<file path="src/rtl/bp_fpga_host_pkg.sv">
// Shared definitions for the FPGA host UART path (RX, TX and their benches).
// Latency: n/a (types and pure functions only).
// Backpressure: n/a.
//
// Contents:
//   bp_fpga_host_uart_rx_state_e : receiver FSM states
//   uart_parity_calc()           : parity bit a transmitter would send for a character
package bp_fpga_host_pkg;

    typedef enum logic [2:0] {
        e_idle   = 3'd0,
        e_start  = 3'd1,
        e_data   = 3'd2,
        e_parity = 3'd3,
        e_stop   = 3'd4
    } bp_fpga_host_uart_rx_state_e;

    // Widest character the UART supports; narrower characters are zero-extended,
    // which leaves the XOR unchanged.
    localparam int unsigned uart_max_data_bits_lp = 9;

    // Even parity: XOR of the data bits. Odd parity: its complement.
    function automatic logic uart_parity_calc(
        input logic [uart_max_data_bits_lp-1:0] data,
        input logic                             odd
    );
        return (^data) ^ odd;
    endfunction

endpackage

</file>
<file path="src/rtl/bp_fpga_host_sync2.sv">
// Two-flop synchronizer for a single asynchronous level signal.
// Latency: 2 clk_i edges from d_i to q_o.
// Backpressure: none; free-running.
//
// Ports:
//   clk_i     in  destination clock
//   reset_n_i in  asynchronous active-low reset; both flops load reset_val_p
//   d_i       in  asynchronous input
//   q_o       out synchronized output
module bp_fpga_host_sync2 #(
    parameter logic reset_val_p = 1'b1
) (
    input  logic clk_i,
    input  logic reset_n_i,
    input  logic d_i,
    output logic q_o
);

    logic r_meta;
    logic r_sync;

    always_ff @(posedge clk_i or negedge reset_n_i) begin
        if (!reset_n_i) begin
            r_meta <= reset_val_p;
            r_sync <= reset_val_p;
        end else begin
            r_meta <= d_i;
            r_sync <= r_meta;
        end
    end

    assign q_o = r_sync;

endmodule

</file>
<file path="src/rtl/bp_fpga_host_uart_rx.sv">
// UART receiver: mid-bit sampling of start/data/parity/stop into a one-entry output register.
// Latency: v_o / error pulses register on the edge of the last stop-bit sample (rx sync adds 2 cycles).
// Backpressure: valid/yumi; a good character arriving while v_o=1 and no yumi is dropped with overrun_error_o.
//
// Ports:
//   clk_i           in  system clock
//   reset_n_i       in  asynchronous active-low reset
//   rx_i            in  asynchronous serial line, idles high
//   data_o          out received character, LSB = first data bit
//   v_o             out data_o holds an unconsumed character
//   yumi_i          in  consumer takes data_o (only while v_o=1)
//   parity_error_o  out one-cycle pulse: character dropped for bad parity
//   frame_error_o   out one-cycle pulse: character dropped for a low stop bit
//   overrun_error_o out one-cycle pulse: good character dropped, output register full
module bp_fpga_host_uart_rx
    import bp_fpga_host_pkg::*;
#(
    parameter int unsigned clk_per_bit_p = 10416,
    parameter int unsigned data_bits_p   = 8,
    parameter int unsigned parity_bit_p  = 0,
    parameter int unsigned parity_odd_p  = 0,
    parameter int unsigned stop_bits_p   = 1
) (
    input  logic                   clk_i,
    input  logic                   reset_n_i,
    input  logic                   rx_i,
    output logic [data_bits_p-1:0] data_o,
    output logic                   v_o,
    input  logic                   yumi_i,
    output logic                   parity_error_o,
    output logic                   frame_error_o,
    output logic                   overrun_error_o
);

    localparam int unsigned cnt_w_lp = $clog2(clk_per_bit_p);

    // Start bit is re-checked half a bit after the edge; every later sample is a
    // whole bit after the previous one, so all samples land mid-bit.
    localparam logic [cnt_w_lp-1:0] cnt_half_lp = cnt_w_lp'(clk_per_bit_p / 2 - 1);
    localparam logic [cnt_w_lp-1:0] cnt_last_lp = cnt_w_lp'(clk_per_bit_p - 1);
    localparam logic [3:0]          data_last_lp = 4'(data_bits_p - 1);
    localparam logic [3:0]          stop_last_lp = 4'(stop_bits_p - 1);
    localparam logic                parity_odd_lp = (parity_odd_p != 0);

    bp_fpga_host_uart_rx_state_e r_state;
    logic [cnt_w_lp-1:0]         r_cnt;
    logic [3:0]                  r_bit_idx;
    logic [data_bits_p-1:0]      r_shift;
    logic                        r_par_bad;
    logic                        r_frm_bad;
    logic [data_bits_p-1:0]      r_data;
    logic                        r_v;
    logic                        r_parity_error;
    logic                        r_frame_error;
    logic                        r_overrun_error;

    logic                        w_rx;
    logic                        w_sample;
    logic                        w_frm_bad;
    logic                        w_par_exp;
    logic [uart_max_data_bits_lp-1:0] w_par_data;

    bp_fpga_host_sync2 #(
        .reset_val_p (1'b1)
    ) u_sync (
        .clk_i     (clk_i),
        .reset_n_i (reset_n_i),
        .d_i       (rx_i),
        .q_o       (w_rx)
    );

    // Mid-bit strobe for the data/parity/stop states.
    assign w_sample   = (r_cnt == cnt_last_lp);
    assign w_par_data = uart_max_data_bits_lp'(r_shift);
    assign w_par_exp  = uart_parity_calc(w_par_data, parity_odd_lp);
    // Frame error accumulated over every stop bit including the current sample.
    assign w_frm_bad  = r_frm_bad | ~w_rx;

    always_ff @(posedge clk_i or negedge reset_n_i) begin
        if (!reset_n_i) begin
            r_state         <= e_idle;
            r_cnt           <= '0;
            r_bit_idx       <= '0;
            r_shift         <= '0;
            r_par_bad       <= 1'b0;
            r_frm_bad       <= 1'b0;
            r_data          <= '0;
            r_v             <= 1'b0;
            r_parity_error  <= 1'b0;
            r_frame_error   <= 1'b0;
            r_overrun_error <= 1'b0;
        end else begin
            r_parity_error  <= 1'b0;
            r_frame_error   <= 1'b0;
            r_overrun_error <= 1'b0;

            // Consumption; a load later in this block overrides it so that a
            // same-cycle yumi and new character leave v_o set with the new data.
            if (yumi_i) begin
                r_v <= 1'b0;
            end

            case (r_state)
                e_idle: begin
                    if (!w_rx) begin
                        r_state <= e_start;
                        r_cnt   <= '0;
                    end
                end

                e_start: begin
                    if (r_cnt == cnt_half_lp) begin
                        r_cnt     <= '0;
                        r_bit_idx <= '0;
                        r_par_bad <= 1'b0;
                        r_frm_bad <= 1'b0;
                        // A line that is high again by mid start bit was noise.
                        r_state   <= w_rx ? e_idle : e_data;
                    end else begin
                        r_cnt <= r_cnt + 1'b1;
                    end
                end

                e_data: begin
                    if (w_sample) begin
                        r_cnt   <= '0;
                        // Shift in from the top so the first bit ends up in bit 0.
                        r_shift <= {w_rx, r_shift[data_bits_p-1:1]};
                        if (r_bit_idx == data_last_lp) begin
                            r_bit_idx <= '0;
                            r_state   <= (parity_bit_p != 0) ? e_parity : e_stop;
                        end else begin
                            r_bit_idx <= r_bit_idx + 1'b1;
                        end
                    end else begin
                        r_cnt <= r_cnt + 1'b1;
                    end
                end

                e_parity: begin
                    if (w_sample) begin
                        r_cnt     <= '0;
                        r_par_bad <= (w_rx != w_par_exp);
                        r_state   <= e_stop;
                    end else begin
                        r_cnt <= r_cnt + 1'b1;
                    end
                end

                e_stop: begin
                    if (w_sample) begin
                        r_cnt <= '0;
                        if (r_bit_idx == stop_last_lp) begin
                            // Return to idle mid stop bit so a back-to-back
                            // start edge is not missed.
                            r_state   <= e_idle;
                            r_bit_idx <= '0;
                            if (w_frm_bad) begin
                                r_frame_error <= 1'b1;
                            end else if (r_par_bad) begin
                                r_parity_error <= 1'b1;
                            end else if (r_v && !yumi_i) begin
                                r_overrun_error <= 1'b1;
                            end else begin
                                r_data <= r_shift;
                                r_v    <= 1'b1;
                            end
                        end else begin
                            r_frm_bad <= w_frm_bad;
                            r_bit_idx <= r_bit_idx + 1'b1;
                        end
                    end else begin
                        r_cnt <= r_cnt + 1'b1;
                    end
                end

                default: begin
                    r_state <= e_idle;
                    r_cnt   <= '0;
                end
            endcase
        end
    end

    assign data_o          = r_data;
    assign v_o             = r_v;
    assign parity_error_o  = r_parity_error;
    assign frame_error_o   = r_frame_error;
    assign overrun_error_o = r_overrun_error;

endmodule

</file>
<file path="config.mk">
export PLATFORM = sky130hd
export DESIGN_NAME = bp_fpga_host_uart_rx
export DESIGN_NICKNAME = d
export VERILOG_FILES = /design/src/rtl/bp_fpga_host_pkg.sv /design/src/rtl/bp_fpga_host_sync2.sv /design/src/rtl/bp_fpga_host_uart_rx.sv
export SDC_FILE = /design/constraint.sdc
export NUM_CORES = 1
export LEC_CHECK = 0
export CAP_MARGIN = 20
export CORE_UTILIZATION = 25
export DETAILED_ROUTE_END_ITERATION = 12
export HOLD_SLACK_MARGIN = 0.08
export REMOVE_ABC_BUFFERS = 1
export SLEW_MARGIN = 30
export SYNTH_ARGS = -nofsm -noshare
export SYNTH_HDL_FRONTEND = slang
export SYNTH_SLANG_ARGS = --single-unit
</file>
<file path="constraint.sdc">
create_clock -name clk_i -period 4.9 [get_ports clk_i]
set_input_delay 0.98 -clock clk_i [delete_from_list [all_inputs] [get_ports clk_i]]
set_output_delay 0.98 -clock clk_i [all_outputs]
set_load 0.1 [all_outputs]
</file>
Word-level counts from Yosys, hierarchy flattened
Index checks and enable logic that the tools add are counted.

Word-level logic and storage cells: 98. Register bits: 45. Output and inout bits: 12. Bits in writable memories: 0. Memories: 0. Input bits: 4. Bits in latches: 0. ROM bits: 0.

Bitwise gates (word level): 5. Add/subtract/negate cells: 2. Equal/unequal tests: 16. Reduce and logical (&&, ||, !) cells: 15. Divide/modulo/power cells: 0. Magnitude comparators: 0. $mul: 0. Shift-type cells: 0. Muxes and demuxes: 47.

Operator list (count): $mux 14 (3); $pmux 14 s3 (1); $mux 1 (26); $mux 3 (7); $mux 4 (5); $ne 2x2->1 const B (8); $pmux 3 s5 (1); $add 14x1->14 const B (1); $eq 14x13->1 const B (1); $eq 14x14->1 const B (1); $pmux 4 s3 (1); $reduce_xor 9->1 (1); $reduce_and 4->1 (2); $reduce_and 7->1 (1); $eq 3x2->1 const B (2); $reduce_and 6->1 (1); $add 4x1->4 const B (1); $eq 4x3->1 const B (1); $logic_not 4->1 (1); $not 1->1 (4); $pmux 1 s2 (2); $reduce_bool 2->1 (2); $eq 3x1->1 const B (1); $eq 3x3->1 const B (1); 10 further kinds (10).

Longest topological paths before layout
Gate-level depths: netlist of the first run.

Depth after elaboration: 8. Depth in mapped cells: 7. Mapped depth without buffers: 7.

Cells and area by module
A second synthesis of the first run with hierarchy kept.

Cells, all modules: 206. Area total of the unflattened synthesis: 2304.7 um2.

Modules (own cells, without submodules): bp_fpga_host_uart_rx (times used 1, seq. area each 1076.0 um2, cells an instance 204, area an instance 2252.2 um2); bp_fpga_host_sync2 (times used 1, seq. area each 52.6 um2, cells an instance 2, area an instance 52.6 um2).

Least setup slack after synthesis of the first run
Ideal clock, no wire load.

Path kind: register to register. Start: reg r_cnt[8]. End: reg r_data[0], in the netlist data_o[0]. Arrival time: 2.029 ns. Path buffers: 0. Library setup time: 0.126 ns. Period minus slack after synthesis: 2.156 ns. Cell stages (with the launch flop): 6. Slack: 2.744 ns. Data required time: 4.774 ns. Cell sequence: dfrtp_1 or2_4 or2_4 or4_4 nor2_8 mux2_4.

Longest elaborated chain between the ends: 2.

RTL lines: start: declaration (RTL line bp_fpga_host_uart_rx.sv:46) `logic [cnt_w_lp-1:0] r_cnt;`; start signal: assignment (RTL line bp_fpga_host_uart_rx.sv:120) `r_cnt <= r_cnt + 1'b1;`; start signal: assignment (RTL line bp_fpga_host_uart_rx.sv:136) `r_cnt <= r_cnt + 1'b1;`; start signal: assignment (RTL line bp_fpga_host_uart_rx.sv:146) `r_cnt <= r_cnt + 1'b1;`; $eq 14x14->1 (RTL line bp_fpga_host_uart_rx.sv:73) `assign w_sample = (r_cnt == cnt_last_lp);`; $reduce_and 6->1 (no source line); end signal: assignment (RTL line bp_fpga_host_uart_rx.sv:165) `r_data <= r_shift;`; end: declaration (RTL line bp_fpga_host_uart_rx.sv:51) `logic [data_bits_p-1:0] r_data;`.

No other way between the ends. A chain may end at the register's enable or synchronous reset.

Final worst setup path of the first run
Start: reg r_data[3], in the netlist data_o[3]. End: out data_o[3].

RTL lines: end: declaration (RTL line bp_fpga_host_uart_rx.sv:27) `output logic [data_bits_p-1:0] data_o,`.

No word-level cell between the ends.

==> results of run 1 <==
==> worst register-to-register path: cells and delay by family (launching register included) <==
kind / cells / cell delay, ps
AO/OA/AOI/OAI: 1 / 280
adder cells (fa/ha/maj): 1 / 250
flip-flops: 1 / 410
AND/OR/NAND/NOR: 4 / 1300
==> placed cells by master (no fill, tap or decap), drive strengths merged, types with 3 or more instances in the layout <==
cell type and count:
nor4 5, or3b 3, nand2b 3, a21o 4, nand4 3, nand2 9, mux2 17, xor2 6
and3 3, nor2b 3, nand3 13, inv 5, nor2 22, clkdlybuf4s50 14, ha 3, nor3b 6
o21ai 12, or2 3, xnor2 10, a21oi 5, clkbuf 5, nor3 4, dfrtp 43
==> logic make-up (layout without fill, tap and decap cells) <==
| logic type | after synthesis | after routing |
|---|---|---|
| and+or+nand+nor | 90 | 90 |
| DFF | 45 | 45 |
| AOI/OAI and AO/OA | 29 | 29 |
| muxes | 17 | 17 |
| xor gates and xnor gates | 16 | 16 |
| buffers and inverters | 7 | 27 |
| adders and majority gates | 3 | 3 |
==> metal layers <==
metal | wire, µm | up-vias
met1 | 2140 | 783
li1 | - | 784
met5 | 0 | -
met3 | 160 | 8
met4 | 44 | 0
met2 | 1864 | 26
==> state kept, by name, summed over array words and instances (netlist names), 3 cells and up <==
| name | cells |
|---|---|
| r_cnt | 14 |
| data_o | 8 |
| r_shift | 8 |
| r_bit_idx | 4 |
| r_state | 3 |
==> cell type report <==
cell class | instances | area, µm²
clock buffers | 5 | 68.82
clock inverters | 3 | 25.02
fillers | 889 | 6151
inverters | 3 | 11.26
multi-input cells | 155 | 1131
flip-flops and latches | 45 | 1129
well taps | 108 | 135.1
repair buffers | 16 | 155.1
==> per-stage QoR <==
step           setup slack [ps]  instance area [µm²]  cells  util, %  hold slack (ps)
6_report                   2121                 2655    335    30.15            359.8
3_3_place_gp               2472                 2559    327    29.06            346.9
4_1_cts                    2110                 2655    335    30.15            361.5
2_1_floorplan              2744                 2271    203        -            345.2
5_1_grt                    2064                 2655    335    30.15            365.9
3_5_place_dp               2447                 2561    327    29.09            348.8
==> path summary, 6_finish.rpt <==
path | start | to | slack [ps] | cells past startpoint
worst max-delay path | data_o[3] | data_o[3] | 2120 | 1
max in group asynchronous | reset_n_i | r_cnt[2] | 3850 | 1
worst min-delay path | u_sync.r_meta | u_sync.q_o | 360 | 0
min in group asynchronous | reset_n_i | r_cnt[5] | 660 | 1
worst max register to register | r_cnt[0] | r_cnt[12] | 2530 | 6
worst min register to register | u_sync.r_meta | u_sync.q_o | 360 | 0
==> power groups by stage <==
stage	Clock (mW)	Combinational [mW]	Sequential, mW
after floorplan	0	0.00171	0.381
after global placement	0	0.0113	0.381
after detailed placement	0	0.0115	0.381
after CTS	0.249	0.0115	0.374
after global routing	0.271	0.0127	0.374
final	0.241	0.0107	0.374
==> run_results.csv, run 1 <==
group,metric,value,unit
grt,grt_pass1_wl,7.396,mm
finish,area_delta_synth_final,16.08,%
route,vias_per_cell,4.779,
sta,setup_viol,0,
route,drc_errors,4,
grt,met1_usage,13.14,%
logic_synthesis,synth_top_family_by_area,"simple AND/OR/NAND/NOR gates",
worst_setup_path,critPathTopFamily,"buffers and inverters",
logic_synthesis,yosys-top-cells-area,"dfrtp_1, mux2_4, mux2_2",
worst_setup_path,critPathLaunchType,"register",
logic_synthesis,yosys_warnings,0,
logic_synthesis,yosys.area_share.simple,24.12,%
sta,fin_setup_tns,0,ps
worst_setup_path,cp_max_fo,2,
placed_design,gp_congestion,0.7728,
route,vias,1601,
worst_setup_path,crit_type,"register to output pin",
clocking,clock-root-buffer,"clkbuf_8",
floorplan,chipWidth,97.65,µm
sta,rsz0062_at_grt,"no",
worst_setup_path,arrival,1800,ps
sta,post-route-period-util,56.71,%
power,powerDensity,235.5,nW/µm²
sta,fin_skew,11.77,ps
power,leakagePower,1.168,nW
logic_synthesis,synth-compound-area-share,7.877,%
clocking,clk_pin_slew_worst_paths,90,ps
worst_setup_path,slowest_stage,"clkdlybuf4s50_1",
logic_synthesis,synth_area,2287,µm²
logic_synthesis,ys_async_sr_fraction,100.0,%
clocking,clock_latency,310,ps
logic_synthesis,yosys.area.top_type,"dfrtp_1",
logic_synthesis,synth_top_area_share,47.05,%
power,ir_worst_vdd,0.09863,mV
grt,use_met3,2.374,%
logic_synthesis,synth_cell_type_count,46,
placed_design,port_buffers,15,
power,pwr-share-seq,59.8,%
logic_synthesis,synth-seq-cells,45,
logic_synthesis,synthTopCellsByCount,"dfrtp_1, nor2_1, nand3_1",
logic_synthesis,synth-edff-count,0,
logic_synthesis,synth_ff_type,"dfrtp_1",
status,status,"finished with violations",
logic_synthesis,synth.area.mux_share,9.683,%
sta,finalCriticalPeriod,2779,ps
clocking,cts.sinks,45,
grt,grt_max_degree,46,
worst_hold_path,hold_class,"register to register",
clocking,cts_tree,"built",
floorplan,core,8806,µm²
logic_synthesis,synth_fa_ha_area_share,1.641,%
power,switchingPower,0.1456,mW
power,clkPwrFrac,38.5,%
floorplan,initial_core_util,25.97,%
finish,diodes,0,
clocking,post_cts_resized,0,
worst_setup_path,slowest_delay,1130,ps
logic_synthesis,synth_area_per_cell,11.05,µm²
worst_setup_path,endpoint_kind,"output pin",
grt,grt_pass1_vias,1561,
clocking,cts_hold_buf,0,
status,violations,"design-rule violations",
power,power,0.6251,mW
power,pwr-share-comb,1.7,%
route,wl_per_cell,12.56,µm
clocking,cts_max_level,2,
logic_synthesis,synth-seq-area-share,49.34,%
power,p_int,0.4795,mW
floorplan,ios,16,
grt,grt_usage,9.478,%
clocking,cts_max_path_buffers,2,
route,drtAntennaViolNets,0,
floorplan,die_y,97.65,µm
route,wl,4.208,mm
worst_setup_path,required,3920,ps
floorplan,row_count,34,
power,swShare,23.30,%
sta,relSlewSlack,35.33,%
floorplan,dieArea,9536,µm²
placed_design,hpwlAfterDp,3.021,mm
finish,layout-drive-gt1-share,16.30,%
sta,fmaxAchievable,359.9,MHz
worst_setup_path,crit_chain,"clkdlybuf4s50_1",
worst_setup_path,cp_num_buf_inv,1,
sta,slew_viol_final,0,
sta,tightest_slew,967.0,ps
grt,use_met2,14.68,%
clocking,cts_setup_buffers,0,
route,drt_iter0_drc,78,
grt,grt-busiest-layer,"met2",
logic_synthesis,netlist_instances,207,
job,drv_cap,0,
route,first_pass_iters,8,
finish,final_nets,233,
grt,grt_overflow,0,
clocking,cts_buffers,5,
sta,hold_viol_final,0,
grt,antenna_found_initial,0,
logic_synthesis,yosys.cell_count.top_type,"dfrtp_1",
logic_synthesis,synth_xor_area_share,6.127,%
Note: power is estimated with default switching activity, not from simulation.
==> inputs of run 2 (changes only) <==
==> constraint.sdc (replaced) <==
create_clock -name clk_i -period 2.5 [get_ports clk_i]
set_input_delay 0.5 -clock clk_i [delete_from_list [all_inputs] [get_ports clk_i]]
set_output_delay 0.5 -clock clk_i [all_outputs]
set_load 0.1 [all_outputs]
==> run 2 against run 1 <==
Against the previous run:
- highest routed layer unchanged
- setup slack lost 1900 ps
- clock-buffer cell count is the same
- the run still ends with design-rule violations left
- die area unchanged
==> run_results.csv, run 2 (same netlist as run 1, synthesis figures left out) <==
group,metric,value,unit
power,swShare,24.12,%
clocking,cts.sinks,45,
worst_setup_path,rrSetupSlack,180,ps
worst_setup_path,required,2680,ps
floorplan,ios,16,
worst_setup_path,cp_max_fo,7,
status,status,"finished with violations",
clocking,post_cts_resized,0,
worst_setup_path,arrival,2510,ps
grt,grt_pass1_vias,1609,
sta,setup_viol,0,
route,vias_per_cell,4.792,
finish,multi_input_area,1131,µm²
route,first_pass_iters,8,
placed_design,gp_congestion,0.7699,
sta,hold_viol_final,0,
finish,largest_register,"r_cnt",
finish,final_common_cell,"dfrtp_1",
sta,fin_setup_tns,0,ps
placed_design,hpwlAfterDp,3.203,mm
route,drt_iter0_drc,78,
worst_hold_path,hold_class,"primary input to async pin",
floorplan,initial_core_util,25.97,%
grt,grt-busiest-layer,"met2",
power,switchingPower,0.2993,mW
floorplan,row_count,34,
route,drtAntennaViolNets,0,
worst_setup_path,cp_num_buf_inv,0,
sta,post-route-period-util,92.86,%
clocking,cts_buffers,5,
sta,tightest_slew,651.6,ps
sta,fmaxAchievable,430.8,MHz
grt,grt_pass1_wl,7.728,mm
grt,met1_usage,13.13,%
route,wl_per_cell,12.73,µm
status,violations,"design-rule violations",
grt,grt_usage,10.15,%
route,drc_errors,4,
worst_setup_path,crit_chain,"ha_1, or4bb_1, nor4_4, o22ai_1, nor2_2, nor2_1",
clocking,cts_tree,"built",
floorplan,dieArea,9536,µm²
grt,antenna_found_initial,0,
placed_design,port_buffers,15,
power,pwr-share-comb,2.3,%
power,pwr-share-seq,58.9,%
finish,final_nets,239,
clocking,cts_max_level,2,
sta,timing.hold.ws,160.9,ps
clocking,clk_pin_slew_worst_paths,90,ps
sta,relSlewSlack,56.56,%
power,powerDensity,463.1,nW/µm²
grt,grt_overflow,0,
clocking,cts_setup_buffers,0,
worst_setup_path,crit_type,"register to register",
grt,use_met3,3.022,%
grt,grt_max_degree,24,
clocking,cts_hold_buf,0,
finish,layout-drive-gt1-share,23.61,%
clocking,clock-root-buffer,"clkbuf_8",
route,wl,4.340,mm
floorplan,chipWidth,97.65,µm
floorplan,die_y,97.65,µm
sta,fin_skew,13.28,ps
worst_setup_path,critPathLaunchType,"register",
clocking,clock_latency,310,ps
worst_setup_path,slowest_delay,550,ps
floorplan,core,8806,µm²
sta,rsz0062_at_grt,"no",
power,ir_worst_vdd,0.1693,mV
finish,diodes,0,
worst_setup_path,endpoint_kind,"register",
grt,use_met2,16.26,%
route,vias,1634,
power,clkPwrFrac,38.8,%
power,leakagePower,1.225,nW
job,drv_cap,0,
finish,final_cell_mix,"dfrtp_1, nor2_1, buf_4, nand3_1, o21ai_0",
clocking,cts_max_path_buffers,2,
worst_setup_path,slowest_stage,"or4bb_1",
finish,largest_reg_flops,14,
finish,fillerInstances,900,
worst_setup_path,critPathTopFamily,"simple AND/OR/NAND/NOR gates",
power,p_int,0.9417,mW
sta,finalCriticalPeriod,2321,ps
finish,area_delta_synth_final,17.18,%
sta,slew_viol_final,0,
finish,seqCellArea,1129,µm²
run 2: cell types whose count changed in the layout (fill, tap and decap cells not counted):
cell,change
clkdlybuf4s50_1,-12
buf_2,+1
buf_4,+16
inv_6,-1
clkinv_4,+1
buf_12,+1
run 2: path summary, 6_finish.rpt:
| check | cells after the start | start | to |
|---|---|---|---|
| max in group asynchronous | 2 | reset_n_i | u_sync.r_meta |
| min in group clk_i | 0 | u_sync.r_meta | u_sync.q_o |
| setup reg to reg | 6 | r_cnt[0] | r_cnt[7] |
| setup / recovery | 6 | r_cnt[0] | r_cnt[7] |
| hold / removal | 1 | reset_n_i | r_cnt[3] |
| hold reg to reg | 0 | u_sync.r_meta | u_sync.q_o |
run 2: layout make-up:
class                           instances  area share [%]
Clock inverter                          3          0.9337
Sequential cell                        45           42.11
Tap cell                              108           5.042
Timing Repair Buffer                   22           6.723
Inverter                                3          0.4202
Multi-Input combinational cell        155           42.20
Clock buffer                            5           2.568
run 2: power groups by stage:
stage                     registers, mW  clock network, mW  logic, mW
after floorplan                   0.746                  0    0.00335
after global placement            0.745                  0     0.0295
after detailed placement          0.745                  0     0.0296
after CTS                         0.731              0.509     0.0299
after global routing              0.732              0.538     0.0329
final                             0.731              0.482     0.0279
run 2: per-layer routing:
layer  part of all wire [%]  up-vias
met5                      0        -
li1                       -      792
met3                    4.0        4
met2                     47       33
met1                     48      805
met4                    1.0        0
run 2: through the flow:
| step | utilization (%) | setup WS (ps) | total power [mW] | instances | cell area [µm²] |
|---|---|---|---|---|---|
| final | 30.43 | 178.5 | 1.241 | 341 | 2680 |
| after global routing | 30.43 | 0.6735 | 1.302 | 341 | 2680 |
| after CTS | 30.43 | 167.3 | 1.270 | 341 | 2680 |
| after detailed placement | 29.37 | 209.3 | 0.7750 | 333 | 2586 |
| after global placement | 29.37 | 233.6 | 0.7749 | 333 | 2586 |
| after floorplan | - | 344.3 | 0.7495 | 203 | 2271 |
==> inputs of run 3 (changes only) <==
--- a/config.mk
+++ b/config.mk
@@ -9,6 +9,7 @@
 export CORE_UTILIZATION = 25
 export DETAILED_ROUTE_END_ITERATION = 12
 export HOLD_SLACK_MARGIN = 0.08
+export PLACE_DENSITY = 0.43
 export REMOVE_ABC_BUFFERS = 1
 export SLEW_MARGIN = 30
 export SYNTH_ARGS = -nofsm -noshare
==> run 3 against run 2 <==
Against the previous run:
- the flow now finishes without violations
- maximum frequency increased by 1.2%
- first-iteration DRC count fell by 42%
- non-clock buffer count grew 4
- clock skew about the same
- setup slack better by 27 ps
- sequential share of layout area decreased by 0.41 points
- global-route usage is 0.72 points higher
- register-to-register slack gained 30 ps
- critical path depth is 1 lower
- hold slack got worse by 6.9 ps
- highest routed layer unchanged
==> run_results.csv, run 3 (same netlist as run 1, synthesis figures left out) <==
group,metric,value,unit
worst_setup_path,required,2680,ps
grt,antenna_found_initial,0,
clocking,cts.sinks,45,
sta,rsz0062_at_grt,"no",
placed_design,dpl_worst_slack,229.1,ps
finish,final_nets,243,
clocking,post_cts_resized,0,
sta,worst_slack,205.9,ps
placed_design,gp_congestion,0.7520,
status,status,"complete, no violations",
clocking,cts_buffers,5,
floorplan,initial_core_util,25.97,%
clocking,clk_pin_slew_worst_paths,100,ps
job,drv_cap,0,
worst_setup_path,reg2reg_to,"data_o[6]",
placed_design,port_buffers,15,
floorplan,dieArea,9536,µm²
clocking,cts_max_path_buffers,2,
sta,relSlewSlack,62.40,%
worst_setup_path,critPathLaunchType,"register",
route,drt_iter0_drc,45,
placed_design,placed_area,2616,µm²
floorplan,row_count,34,
sta,fin_setup_tns,0,ps
route,drc_errors,0,
sta,post-route-period-util,91.76,%
finish,largest_register,"r_cnt",
sta,finalCriticalPeriod,2294,ps
sta,fin_skew,13.32,ps
sta,slew_viol_final,0,
route,wl,4.702,mm
floorplan,chipWidth,97.65,µm
route,vias_per_cell,4.635,
grt,grt_pass1_vias,1634,
grt,grt_overflow,0,
sta,hold_viol_final,0,
finish,area_delta_synth_final,18.33,%
clocking,cts_hold_buf,0,
worst_setup_path,reg2reg_depth,5,
worst_setup_path,arrival,2480,ps
worst_setup_path,endpoint_kind,"register",
placed_design,hpwlAfterDp,3.392,mm
grt,grt_usage,10.87,%
finish,final_cell_mix,"dfrtp_1, buf_4, nor2_1, nand3_1, o21ai_0",
worst_setup_path,crit_type,"register to register",
route,vias,1599,
finish,final_common_cell,"dfrtp_1",
clocking,cts_max_level,2,
worst_setup_path,cp_max_fo,8,
power,ir_worst_vdd,0.2033,mV
worst_setup_path,rrSetupSlack,210,ps
sta,tightest_slew,559.7,ps
clocking,clock-root-buffer,"clkbuf_8",
worst_setup_path,timing.rr.start,"r_cnt[6]",
route,wl_per_cell,13.63,µm
sta,setup_viol,0,
floorplan,ios,16,
route,first_pass_iters,4,
grt,grt_pass1_wl,8.217,mm
finish,diodes,0,
power,leakagePower,1.243,nW
finish,layout-drive-gt1-share,24.89,%
grt,grt_max_degree,46,
sta,timing.hold.ws,154.0,ps
route,drtAntennaViolNets,0,
sta,fmaxAchievable,435.9,MHz
finish,final_cell_area,2706,µm²
power,powerDensity,453.8,nW/µm²
floorplan,core,8806,µm²
floorplan,die_y,97.65,µm
worst_hold_path,hold_class,"primary input to async pin",
clocking,clock_latency,300,ps
clocking,cts_tree,"built",
finish,largest_reg_flops,14,
clocking,cts_setup_buffers,0,
-- run 3: cell type report --
cell class | count | area (µm²)
clock buffers | 5 | 68.82
inverters | 3 | 11.26
repair buffers | 26 | 210.2
multi-input cells | 155 | 1131
clock inverters | 3 | 21.27
well taps | 108 | 135.1
fillers | 911 | 6100
flip-flops and latches | 45 | 1129
-- run 3: routing by layer --
| metal | part of all wire (%) | track usage (%) |
|---|---|---|
| met1 | 53 | 15.54 |
| met2 | 45 | 16.09 |
| met3 | 1.7 | 2.518 |
| met4 | 0.66 | 3.497 |
| met5 | 0 | 0 |
-- run 3: how the worst max path moves through the flow --
stage / cells after the start / to / slack, ps / from
finish: 5 / data_o[6] / 210 / r_cnt[6]
detailed placement: 5 / data_o[6] / 230 / r_cnt[6]
global placement: 5 / data_o[5] / 240 / r_cnt[8]
floorplan: 5 / data_o[0] / 340 / r_cnt[8]
CTS: 5 / data_o[6] / 200 / r_cnt[6]
global route: 5 / r_state[1] / 50 / r_cnt[0]
-- run 3: report_power, final --
part           switching (mW)  internal (mW)  leakage, nW  total [mW]
clock                   0.270          0.199       0.0445       0.468
combinational          0.0189        0.00971        0.591      0.0287
sequential           0.000994          0.730        0.607       0.731
-- run 3: metrics by stage --
stage               util, %  power, mW  cells
CTS                   30.73      1.256    345
detailed placement    29.71     0.7757    337
global placement      29.71     0.7758    337
global route          30.73      1.292    345
finish                30.73      1.228    345
floorplan                 -     0.7495    203
-- run 3: worst max-delay path, cell delays in order, from the launching register on --
cell and delay, ps:
dfrtp_1 450, nand4bb_1 280, or2_4 290, or4_4 580, nor2_8 240, mux2_4 320
